File: src/rtl/jk_pkg.sv
// Shared types and constants for the JK target driver.
// Latency: n/a (declarations only).
// Backpressure: n/a.
package jk_pkg;

    // Transfer sequencer states
    typedef enum logic [1:0] {
        ST_IDLE  = 2'd0,
        ST_DRIVE = 2'd1,
        ST_CHECK = 2'd2
    } jk_state_t;

    // Two-bit excitation codes, ordered {J, K}
    localparam logic [1:0] JK_HOLD = 2'b00;
    localparam logic [1:0] JK_RST  = 2'b01;
    localparam logic [1:0] JK_SET  = 2'b10;
    localparam logic [1:0] JK_TGL  = 2'b11;

    // Retry counter width; stays at least one bit wide when no retries are allowed
    function automatic int cnt_w(input int max_retry);
        return (max_retry < 1) ? 1 : $clog2(max_retry + 1);
    endfunction

endpackage

File: src/rtl/jk_excite_enc.sv
// Single-bit JK excitation encoder: J/K that move q to q_next in one clock.
// Latency: purely combinational.
// Backpressure: none; dc selects the value used for the don't-care input.
module jk_excite_enc
    import jk_pkg::*;
(
    input  logic q,
    input  logic q_next,
    input  logic dc,
    output logic j,
    output logic k
);

    logic [1:0] code;

    // Excitation table; the don't-care half of each code is taken from dc
    always_comb begin
        code = JK_HOLD;
        case ({q, q_next})
            2'b00: code = dc ? JK_RST : JK_HOLD;  // J=0, K=dc
            2'b01: code = dc ? JK_TGL : JK_SET;   // J=1, K=dc
            2'b10: code = dc ? JK_TGL : JK_RST;   // J=dc, K=1
            2'b11: code = dc ? JK_SET : JK_HOLD;  // J=dc, K=0
            default: code = JK_HOLD;
        endcase
    end

    assign j = code[1];
    assign k = code[0];

endmodule

File: src/rtl/jk_target_driver.sv
// Drives a JK flip-flop bank to a requested word, verifying and retrying on mismatch.
// Latency: accept at edge T, DRIVE T+1, CHECK T+2, done/err T+3; +2 cycles per retry.
// Backpressure: tgt_ready is high only in IDLE; targets offered while busy wait.
module jk_target_driver
    import jk_pkg::*;
#(
    parameter int WIDTH     = 8,
    parameter int MAX_RETRY = 3,
    parameter int DC_POLICY = 0
)
(
    input  logic                        clk,
    input  logic                        rst_n,
    input  logic                        tgt_valid,
    input  logic [WIDTH-1:0]            tgt_data,
    output logic                        tgt_ready,
    input  logic [WIDTH-1:0]            q_fb,
    output logic [WIDTH-1:0]            j_out,
    output logic [WIDTH-1:0]            k_out,
    output logic                        busy,
    output logic                        done,
    output logic                        err,
    output logic [cnt_w(MAX_RETRY)-1:0] retry_cnt
);

    localparam int             RCW         = cnt_w(MAX_RETRY);
    localparam logic [RCW-1:0] RETRY_LIMIT = RCW'(MAX_RETRY);
    localparam logic           DC_BIT      = (DC_POLICY != 0);

    jk_state_t        state;
    logic [WIDTH-1:0] tgt_q;
    logic [WIDTH-1:0] j_exc;
    logic [WIDTH-1:0] k_exc;

    // Per-bit excitation from live feedback, so every retry starts from the current Q
    for (genvar i = 0; i < WIDTH; i++) begin : g_bit
        jk_excite_enc u_enc (
            .q      (q_fb[i]),
            .q_next (tgt_q[i]),
            .dc     (DC_BIT),
            .j      (j_exc[i]),
            .k      (k_exc[i])
        );
    end

    // J/K are gated by the state register, so an async reset forces hold immediately
    assign j_out = (state == ST_DRIVE) ? j_exc : '0;
    assign k_out = (state == ST_DRIVE) ? k_exc : '0;

    // Transfer sequencer with registered handshake and status outputs
    always_ff @(posedge clk or negedge rst_n) begin
        if (!rst_n) begin
            state     <= ST_IDLE;
            tgt_q     <= '0;
            retry_cnt <= '0;
            tgt_ready <= 1'b1;
            busy      <= 1'b0;
            done      <= 1'b0;
            err       <= 1'b0;
        end else begin
            done <= 1'b0;
            err  <= 1'b0;
            case (state)
                ST_IDLE: begin
                    if (tgt_valid) begin
                        tgt_q     <= tgt_data;
                        retry_cnt <= '0;
                        tgt_ready <= 1'b0;
                        busy      <= 1'b1;
                        state     <= ST_DRIVE;
                    end
                end
                ST_DRIVE: begin
                    state <= ST_CHECK;
                end
                ST_CHECK: begin
                    if (q_fb == tgt_q) begin
                        done      <= 1'b1;
                        busy      <= 1'b0;
                        tgt_ready <= 1'b1;
                        state     <= ST_IDLE;
                    end else if (retry_cnt < RETRY_LIMIT) begin
                        retry_cnt <= retry_cnt + 1'b1;
                        state     <= ST_DRIVE;
                    end else begin
                        err       <= 1'b1;
                        busy      <= 1'b0;
                        tgt_ready <= 1'b1;
                        state     <= ST_IDLE;
                    end
                end
                default: begin
                    busy      <= 1'b0;
                    tgt_ready <= 1'b1;
                    state     <= ST_IDLE;
                end
            endcase
        end
    end

endmodule

File: config.mk
export PLATFORM = sky130hd
export DESIGN_NAME = jk_target_driver
export DESIGN_NICKNAME = d
export VERILOG_FILES = /design/src/rtl/jk_pkg.sv /design/src/rtl/jk_excite_enc.sv /design/src/rtl/jk_target_driver.sv
export SDC_FILE = /design/constraint.sdc
export NUM_CORES = 1
export LEC_CHECK = 0
export ABC_AREA = 1
export BUFFER_PORTS_ARGS = -buffer_cell sky130_fd_sc_hd__buf_2
export CAP_MARGIN = 20
export CELL_PAD_IN_SITES_DETAIL_PLACEMENT = 1
export CELL_PAD_IN_SITES_GLOBAL_PLACEMENT = 2
export CORE_ASPECT_RATIO = 0.9
export CORE_MARGIN = 1
export CORE_UTILIZATION = 27
export DETAILED_ROUTE_END_ITERATION = 12
export PLACE_DENSITY = 0.89
export SLEW_MARGIN = 10
export SYNTH_ARGS = -nofsm -noshare
export SYNTH_HDL_FRONTEND = slang
export SYNTH_HIERARCHICAL = 1
export SYNTH_SLANG_ARGS = --single-unit
File: constraint.sdc
create_clock -name clk -period 2.3 [get_ports clk]
set_input_delay 0.345 -clock clk [delete_from_list [all_inputs] [get_ports clk]]
set_output_delay 0.345 -clock clk [all_outputs]
set_load 0.1 [all_outputs]
==> results of run 1 <==
-- final cells by class --
cell class | count | area, µm² | share of cell area (%)
Multi-Input combinational cell | 144 | 697 | 43.2
Tap cell | 62 | 77.6 | 4.81
Timing Repair Buffer | 40 | 200 | 12.4
Clock buffer | 4 | 55.1 | 3.42
Inverter | 48 | 180 | 11.2
Sequential cell | 16 | 402 | 24.9
-- routing by layer --
metal	up-vias	share of wire [%]
li1	650	-
met1	522	50
met2	21	47
met3	0	3.2
met4	0	0
met5	-	0
-- Yosys cell counts (all sizes together) --
cell and count:
nand4 2, a21oi 5, conb 1, inv 48
xnor2 3, o21ai 1, nor2 31, buf 2
nand3 3, nand2 79, dfrtp 15, mux2 3
ha 1, dfstp 1
-- flip-flops by register name, indices dropped and copies added (netlist names) --
signal,cells
busy,1
done,1
err,1
retry_cnt,2
state,2
tgt_q,8
tgt_ready,1
-- where the power goes --
part           switching (mW)  internal, mW  total, mW  leakage [nW]
combinational            1.33         0.358       1.69         0.833
sequential              0.124         0.407      0.530         0.193
clock                   0.101         0.152      0.253        0.0288
-- worst min path at each step --
| stage | end | startpoint | depth (start not counted) |
|---|---|---|---|
| 3_3_place_gp | retry_cnt[1] | rst_n | 1 |
| 3_5_place_dp | retry_cnt[0] | rst_n | 1 |
| 4_1_cts | state[0] | rst_n | 1 |
| 2_1_floorplan | busy | rst_n | 0 |
| 5_1_grt | state[0] | rst_n | 1 |
| 6_report | state[0] | rst_n | 1 |
-- per-stage QoR --
step | utilization [%] | instances
after global placement | 35.1 | 310
final | 36.4 | 314
after global routing | 36.4 | 314
after floorplan | - | 210
after CTS | 36.4 | 314
after detailed placement | 35.1 | 310
-- logic make-up (layout without fill, tap and decap cells) --
group           count (synthesis)  after routing  synth area share [%]
simple gates                  115            115                  41.4
buf+inv                        50             92                  16.3
flops                          16             16                  32.3
compound gates                  6              6                  3.01
xor+xnor                        3              3                  2.11
mux                             3              3                  3.62
fa+ha+maj                       1              1                  1.00
other cells                     1             16                 0.301
-- critical path, stage by stage, from the launching register on --
cell and delay, ns:
dfrtp_1 0.42, inv_1 0.07, nor2_2 0.15, inv_2 0.20, nor2_1 0.14, buf_2 0.44
==> results_dict.tcl, run 1 <==
set metrics [dict create \
    worst-path-max-fanout 16 \
    grt_pass1_wl_um 4690 \
    top_usage_layer "met2" \
    slew_violations 0 \
    drc_errors 0 \
    dr.pass1.iters 4 \
    dieArea_um2 4890 \
    grt_pass1_vias 1106 \
    place_ws_ns 0.533 \
    cts_buffers 3 \
    post_cts_resized 0 \
    setup_viol 0 \
    die_y_um 66.4 \
    cp.required_ns 1.96 \
    totalWireLength_um 2780 \
    syn_inst 195 \
    clockRootBuffer "clkbuf_8" \
    core_region_area_um2 4430 \
    fill_cells 632 \
    ys_seq_area_share_pct 32.3 \
    overflow 0 \
    routabilityCongestion 0.692 \
    p_total_mw 2.47 \
    grt_max_degree 19 \
    hold_path_class "primary input to asynchronous set/reset pin" \
    route.detailed.vias_per_inst 3.80 \
    finalHoldViolations 0 \
    drt-initial-drc-count 50 \
    syn_area_per_cell_um2 6.38 \
    dpl.hpwl_um 2270 \
    grtUsageMet2_pct 20.5 \
    finalSetupTns_ns 0 \
    synth.largest_area_cell "dfrtp_1" \
    drive_above_1_share_pct 30.6 \
    wl_per_cell_um 8.85 \
    crit_type "flip-flop to output port" \
    synth.top_cell.area_share_pct 30.2 \
    cap_violations 0 \
    final_cell_area_um2 1610 \
    worstReg2RegStart "tgt_q[6]" \
    clk_path_buf_depth 2 \
    antenna_found_initial 0 \
    yosys.cell_types.count 20 \
    ir_worst_vdd_v 0.000752 \
    nNetsFinal 273 \
    regToRegSetupSlack_ns 1.02 \
    cts_max_level 1 \
    fin_skew_ns 0.00157 \
    clock_sinks 16 \
    die_w_um 73.6 \
    ys_seq_elements 16 \
    crit_arrival_ns 1.67 \
    rr_worst_depth 8 \
    fmax_ghz 0.495 \
    syn_area_um2 1240 \
    netlist_top_cells_area "dfrtp_1 30%, nand2_1 23%, inv_1 12%" \
    power.leakage_nw 1.05 \
    n_antenna_cell 0 \
    grt_use_met3_pct 1.37 \
    grtUsageTotal_pct 12.3 \
    finalWorstSetupSlack_ns 0.280 \
    endpoint_kind "output port" \
    initial_core_util_pct 28.1 \
    placed_cell_area_um2 1560 \
    power.density_nw_per_um2 1540 \
    outcome "completed" \
    layout_common_cells "75 x nand2_1, 41 x inv_1, 40 x buf_2" \
    final_common_cell "nand2_1" \
    antenna_left 0 \
    whs_ns 0.00782 \
    rsz0062_at_grt "no" \
    cts.clk_slew.worst_paths_ns 0.07 \
    dr_total_vias 1193 \
    cts_tree "built" \
    num_io_pins 41 \
    period_minus_slack_ns 2.02 \
    portBuffers 40 \
    critPathLaunchType "flip-flop" \
    cp-startpoint "state[0]" \
    clkLatencyLatePin_ns 0.25 \
    postCtsSetupRepairBufs 0 \
    r2r_end "busy" \
    area_growth_pct 29.4 \
    yosysWarningCount 6 \
    grt_util_met1_pct 16.7 \
    rows 23 \
    critPathCapture "j_out[2]" \
    period_share_pct 87.8 \
    cts_hold_buf 0 \
]
Power figures use the tool's default switching activity.
==> run 2, diff against run 1 <==
Settings changed: ABC_AREA 1 to default, CORE_UTILIZATION 27 to 28, PLACE_DENSITY 0.89 to 0.81.
==> run 2 against run 1 <==
- count of clock-buffer cells in the layout unchanged
- wire length down 5.2%
- critical path depth down 2
- worst hold slack better by 0.0023 ns
- maximum frequency down 5.7%
- highest routed layer is now met4
==> results_dict.tcl, run 2 <==
set metrics [dict create \
    rr_worst_depth 3 \
    clk_path_buf_depth 2 \
    die_w_um 68.8 \
    yosysWarningCount 6 \
    outcome "completed" \
    async_flop_share_pct 100 \
    critPathLaunchType "flip-flop" \
    syn_inst 106 \
    cts_buffers 3 \
    drt-initial-drc-count 5 \
    antenna_left 0 \
    synth_edf_count 0 \
    wl_per_cell_um 12.5 \
    top_register "tgt_q" \
    cts_tree "built" \
    dr_total_vias 928 \
    core_region_area_um2 3780 \
    netlist_top_cells_area "dfrtp_1 33%, mux2_4 11%, and2_1 9.4%" \
    routabilityCongestion 0.727 \
    n_antenna_cell 0 \
    antenna_found_initial 0 \
    worst-path-max-fanout 17 \
    cap_violations 0 \
    final_common_cell "buf_2" \
    route.detailed.vias_per_inst 4.42 \
    layout_common_cells "40 x buf_2, 17 x and2_1, 16 x conb_1" \
    post_cts_resized 0 \
    largest_reg_flops 8 \
    grt_pass1_wl_um 4300 \
    postCtsSetupRepairBufs 0 \
    cts_hold_buf 0 \
    crit_arrival_ns 1.80 \
    multi_input_area_um2 732 \
    synth.most_common_cell "and2_1" \
    finalHoldViolations 0 \
    grt_pass1_vias 1004 \
    clock_sinks 16 \
    setup_viol 0 \
    finalSetupTns_ns 0 \
    clockRootBuffer "clkbuf_8" \
    dieArea_um2 4280 \
    hold_path_class "primary input to asynchronous set/reset pin" \
    fmax_ghz 0.467 \
    reg_top3 "tgt_q (8), retry_cnt (2), state (2)" \
    area_growth_pct 32.4 \
    rows 21 \
    endpoint_kind "output port" \
    synth.top_cell.area_share_pct 33.3 \
    portBuffers 40 \
    seq_area_um2 402 \
    cts.clk_slew.worst_paths_ns 0.07 \
    dr.pass1.iters 2 \
    num_io_pins 41 \
    grtUsageTotal_pct 13.3 \
    cp.required_ns 1.96 \
    clkLatencyLatePin_ns 0.25 \
    fin_skew_ns 0.00190 \
    cts_max_level 1 \
    rsz0062_at_grt "no" \
    dpl.hpwl_um 2170 \
    crit_type "flip-flop to output port" \
    yosys-top-cells-count "17 x and2_1, 15 x dfrtp_1, 10 x inv_1" \
    ys_seq_elements 16 \
    slew_violations 0 \
    die_y_um 62.2 \
    synth.largest_area_cell "dfrtp_1" \
    ys.flop_type "dfrtp_1" \
    yosys.cell_types.count 28 \
    fill_cells 472 \
    drive_above_1_share_pct 37.2 \
    nNetsFinal 185 \
    period_minus_slack_ns 2.14 \
    initial_core_util_pct 29.8 \
    drc_errors 0 \
    syn_area_per_cell_um2 10.6 \
    period_share_pct 93.1 \
    grt_max_degree 18 \
    totalWireLength_um 2640 \
    overflow 0 \
    syn_area_um2 1130 \
    ys_seq_area_share_pct 35.7 \
]
## run 2: cell count changes in the layout (fill, tap and decap cells not counted), moves of 5 or more
cell and change:
and2_1 +17, inv_1 -31, inv_2 -7, mux2_1 +6
mux2_4 +5, mux2i_1 +8, nand2_1 -72, nor2_1 -11
nor2_2 -13, xor2_1 +8
## run 2: per-stage QoR
step / util, % / cell area, µm² / setup slack [ns] / instances / hold slack (ns)
floorplan: - / 1180 / 0.293 / 121 / 0.0494
global route: 39.4 / 1490 / 0.0232 / 210 / 0.0274
detailed placement: 38.0 / 1440 / 0.373 / 206 / 0.292
CTS: 39.4 / 1490 / 0.0936 / 210 / 0.0180
finish: 39.4 / 1490 / 0.159 / 210 / 0.0101
global placement: 38.0 / 1440 / 0.443 / 206 / 0.276
## run 2: worst max-delay path: stages, from the launching register on
cell and delay, ns:
dfrtp_1 0.43, and2b_1 0.49, and2_1 0.20, buf_2 0.43
## run 2: cell type report
cell class	instances	share of cell area [%]
Inverter	10	2.52
Sequential cell	16	26.9
Timing Repair Buffer	41	13.9
Multi-Input combinational cell	93	49.1
Tap cell	46	3.86
Clock buffer	4	3.69
## run 2: per-layer routing
| metal | vias to the layer above | share of wire, % | GRT usage (%) |
|---|---|---|---|
| met3 | 2 | 6.0 | 2.39 |
| met2 | 27 | 51 | 24.0 |
| li1 | 458 | - | - |
| met4 | 0 | 0.87 | 4.59 |
| met1 | 441 | 42 | 14.8 |
| met5 | - | 0 | 0 |
## run 2: path summary, 6_finish.rpt
check,from,endpoint,slack [ns]
max in group asynchronous,rst_n,tgt_ready,1.98
worst max register to register,state[0],tgt_q[6],0.72
worst max-delay path,state[1],j_out[1],0.16
worst min register to register,busy,busy,0.54
worst min-delay path,rst_n,busy,0.01
min in group clk,tgt_data[0],tgt_q[0],0.32
## run 2: cell families (layout without fill, tap and decap cells)
group	count (synthesis)	after routing	synth area share, %
compound gates	10	10	5.89
buf+inv	12	55	4.33
xor+xnor	8	8	6.22
other cells	1	16	0.333
mux	24	24	25.8
flops	16	16	35.7
simple gates	34	34	20.7
fa+ha+maj	1	1	1.11
Power of run 2 is not shown: default switching activity piles up to over one toggle a cycle in this logic, so the estimate is an artifact.
==> run 3, diff against run 2 <==
Settings changed: CELL_PAD_IN_SITES_DETAIL_PLACEMENT 1 to default, CELL_PAD_IN_SITES_GLOBAL_PLACEMENT 2 to default, PLACE_DENSITY 0.81 to 0.56.
==> run 3 against run 2 <==
- worst hold slack worse by 0.0084 ns
- worst setup slack better by 0.00079 ns
- wire length is 10% lower
- count of clock-buffer cells in the layout stayed put
- global-route usage is 0.54 points lower
- cell count is 0.48% higher
- die area stayed put
- core utilization is 0.20 points higher
- sequential share of layout area is 0.13 points lower
- largest cell class unchanged
==> results_dict.tcl, run 3 (same netlist as run 2, synthesis figures left out) <==
set metrics [dict create \
    finalSetupTns_ns 0 \
    grt_pass1_vias 898 \
    hold_path_class "primary input to asynchronous set/reset pin" \
    period_minus_slack_ns 2.14 \
    die_w_um 68.8 \
    dieArea_um2 4280 \
    initial_core_util_pct 29.8 \
    final_common_cell "buf_2" \
    totalWireLength_um 2360 \
    antenna_found_initial 0 \
    outcome "completed" \
    largest_reg_flops 8 \
    dpl.hpwl_um 1920 \
    nNetsFinal 186 \
    fmax_ghz 0.467 \
    routabilityCongestion 0.780 \
    rows 21 \
    crit_type "flip-flop to output port" \
    rsz0062_at_grt "no" \
    layout_common_cells "40 x buf_2, 17 x and2_1, 16 x conb_1" \
    period_share_pct 93.1 \
    portBuffers 40 \
    cts.clk_slew.worst_paths_ns 0.07 \
    clkLatencyLatePin_ns 0.25 \
    overflow 0 \
    wl_per_cell_um 11.2 \
    antenna_left 0 \
    drive_above_1_share_pct 37.6 \
    area_growth_pct 33.1 \
    dr_total_vias 900 \
    cts_tree "built" \
    grtUsageTotal_pct 12.7 \
    postCtsSetupRepairBufs 0 \
    worst-path-max-fanout 17 \
    cts_max_level 1 \
    clockRootBuffer "clkbuf_8" \
    cts_buffers 3 \
    clock_sinks 16 \
    num_io_pins 41 \
    drt-initial-drc-count 12 \
    fin_skew_ns 0.00261 \
    post_cts_resized 0 \
    n_antenna_cell 0 \
    critPathLaunchType "flip-flop" \
    cp.required_ns 1.96 \
    cap_violations 0 \
    drc_errors 0 \
    clk_path_buf_depth 2 \
    finalHoldViolations 0 \
    setup_viol 0 \
    top_register "tgt_q" \
    reg_top3 "tgt_q (8), retry_cnt (2), state (2)" \
    grt_pass1_wl_um 4090 \
    fill_cells 401 \
    core_region_area_um2 3780 \
    cts_hold_buf 0 \
    route.detailed.vias_per_inst 4.27 \
    grt_max_degree 18 \
    endpoint_kind "output port" \
    slew_violations 0 \
    dr.pass1.iters 2 \
    die_y_um 62.2 \
    crit_arrival_ns 1.80 \
]
run 3: cell types whose count changed in the layout (fill, tap and decap cells not counted):
cell and change:
buf_4 +1
run 3: path summary, 6_finish.rpt:
check,startpoint,end,slack [ns],cells after the start
setup / recovery,state[1],j_out[6],0.16,3
max in group asynchronous,rst_n,tgt_ready,1.99,1
hold / removal,rst_n,busy,0.002,1
hold reg to reg,busy,busy,0.52,2
setup reg to reg,tgt_q[7],retry_cnt[0],0.83,4
min in group clk,tgt_data[7],tgt_q[7],0.31,2
run 3: area by class of cell:
| cell class | count | area [µm²] | area share [%] |
|---|---|---|---|
| Inverter | 10 | 37.5 | 2.50 |
| Sequential cell | 16 | 402 | 26.8 |
| Timing Repair Buffer | 42 | 215 | 14.4 |
| Multi-Input combinational cell | 93 | 732 | 48.8 |
| Clock buffer | 4 | 55.1 | 3.67 |
| Tap cell | 46 | 57.6 | 3.84 |
run 3: routing by layer:
layer / wire, µm / GRT usage, %
met4: 42 / 5.36
met5: 0 / 0
met3: 145 / 2.57
met2: 1090 / 20.8
met1: 1080 / 15.8
run 3: critical path, stage by stage, from the launching register on:
cell and delay (ns):
dfrtp_1 0.43, and2b_1 0.48, and2_1 0.20, buf_2 0.42
run 3: metrics by stage:
stage          hold slack [ns]  area, µm²  cells  setup slack [ns]  util (%)
2_1_floorplan           0.0494       1180    121             0.293         -
3_3_place_gp             0.276       1440    207             0.455      38.2
3_5_place_dp             0.287       1440    207             0.410      38.2
4_1_cts                 0.0183       1500    211             0.129      39.6
5_1_grt                 0.0293       1500    211            0.0358      39.6
6_report               0.00172       1500    211             0.160      39.6
Power of run 3 is left out for the same reason.
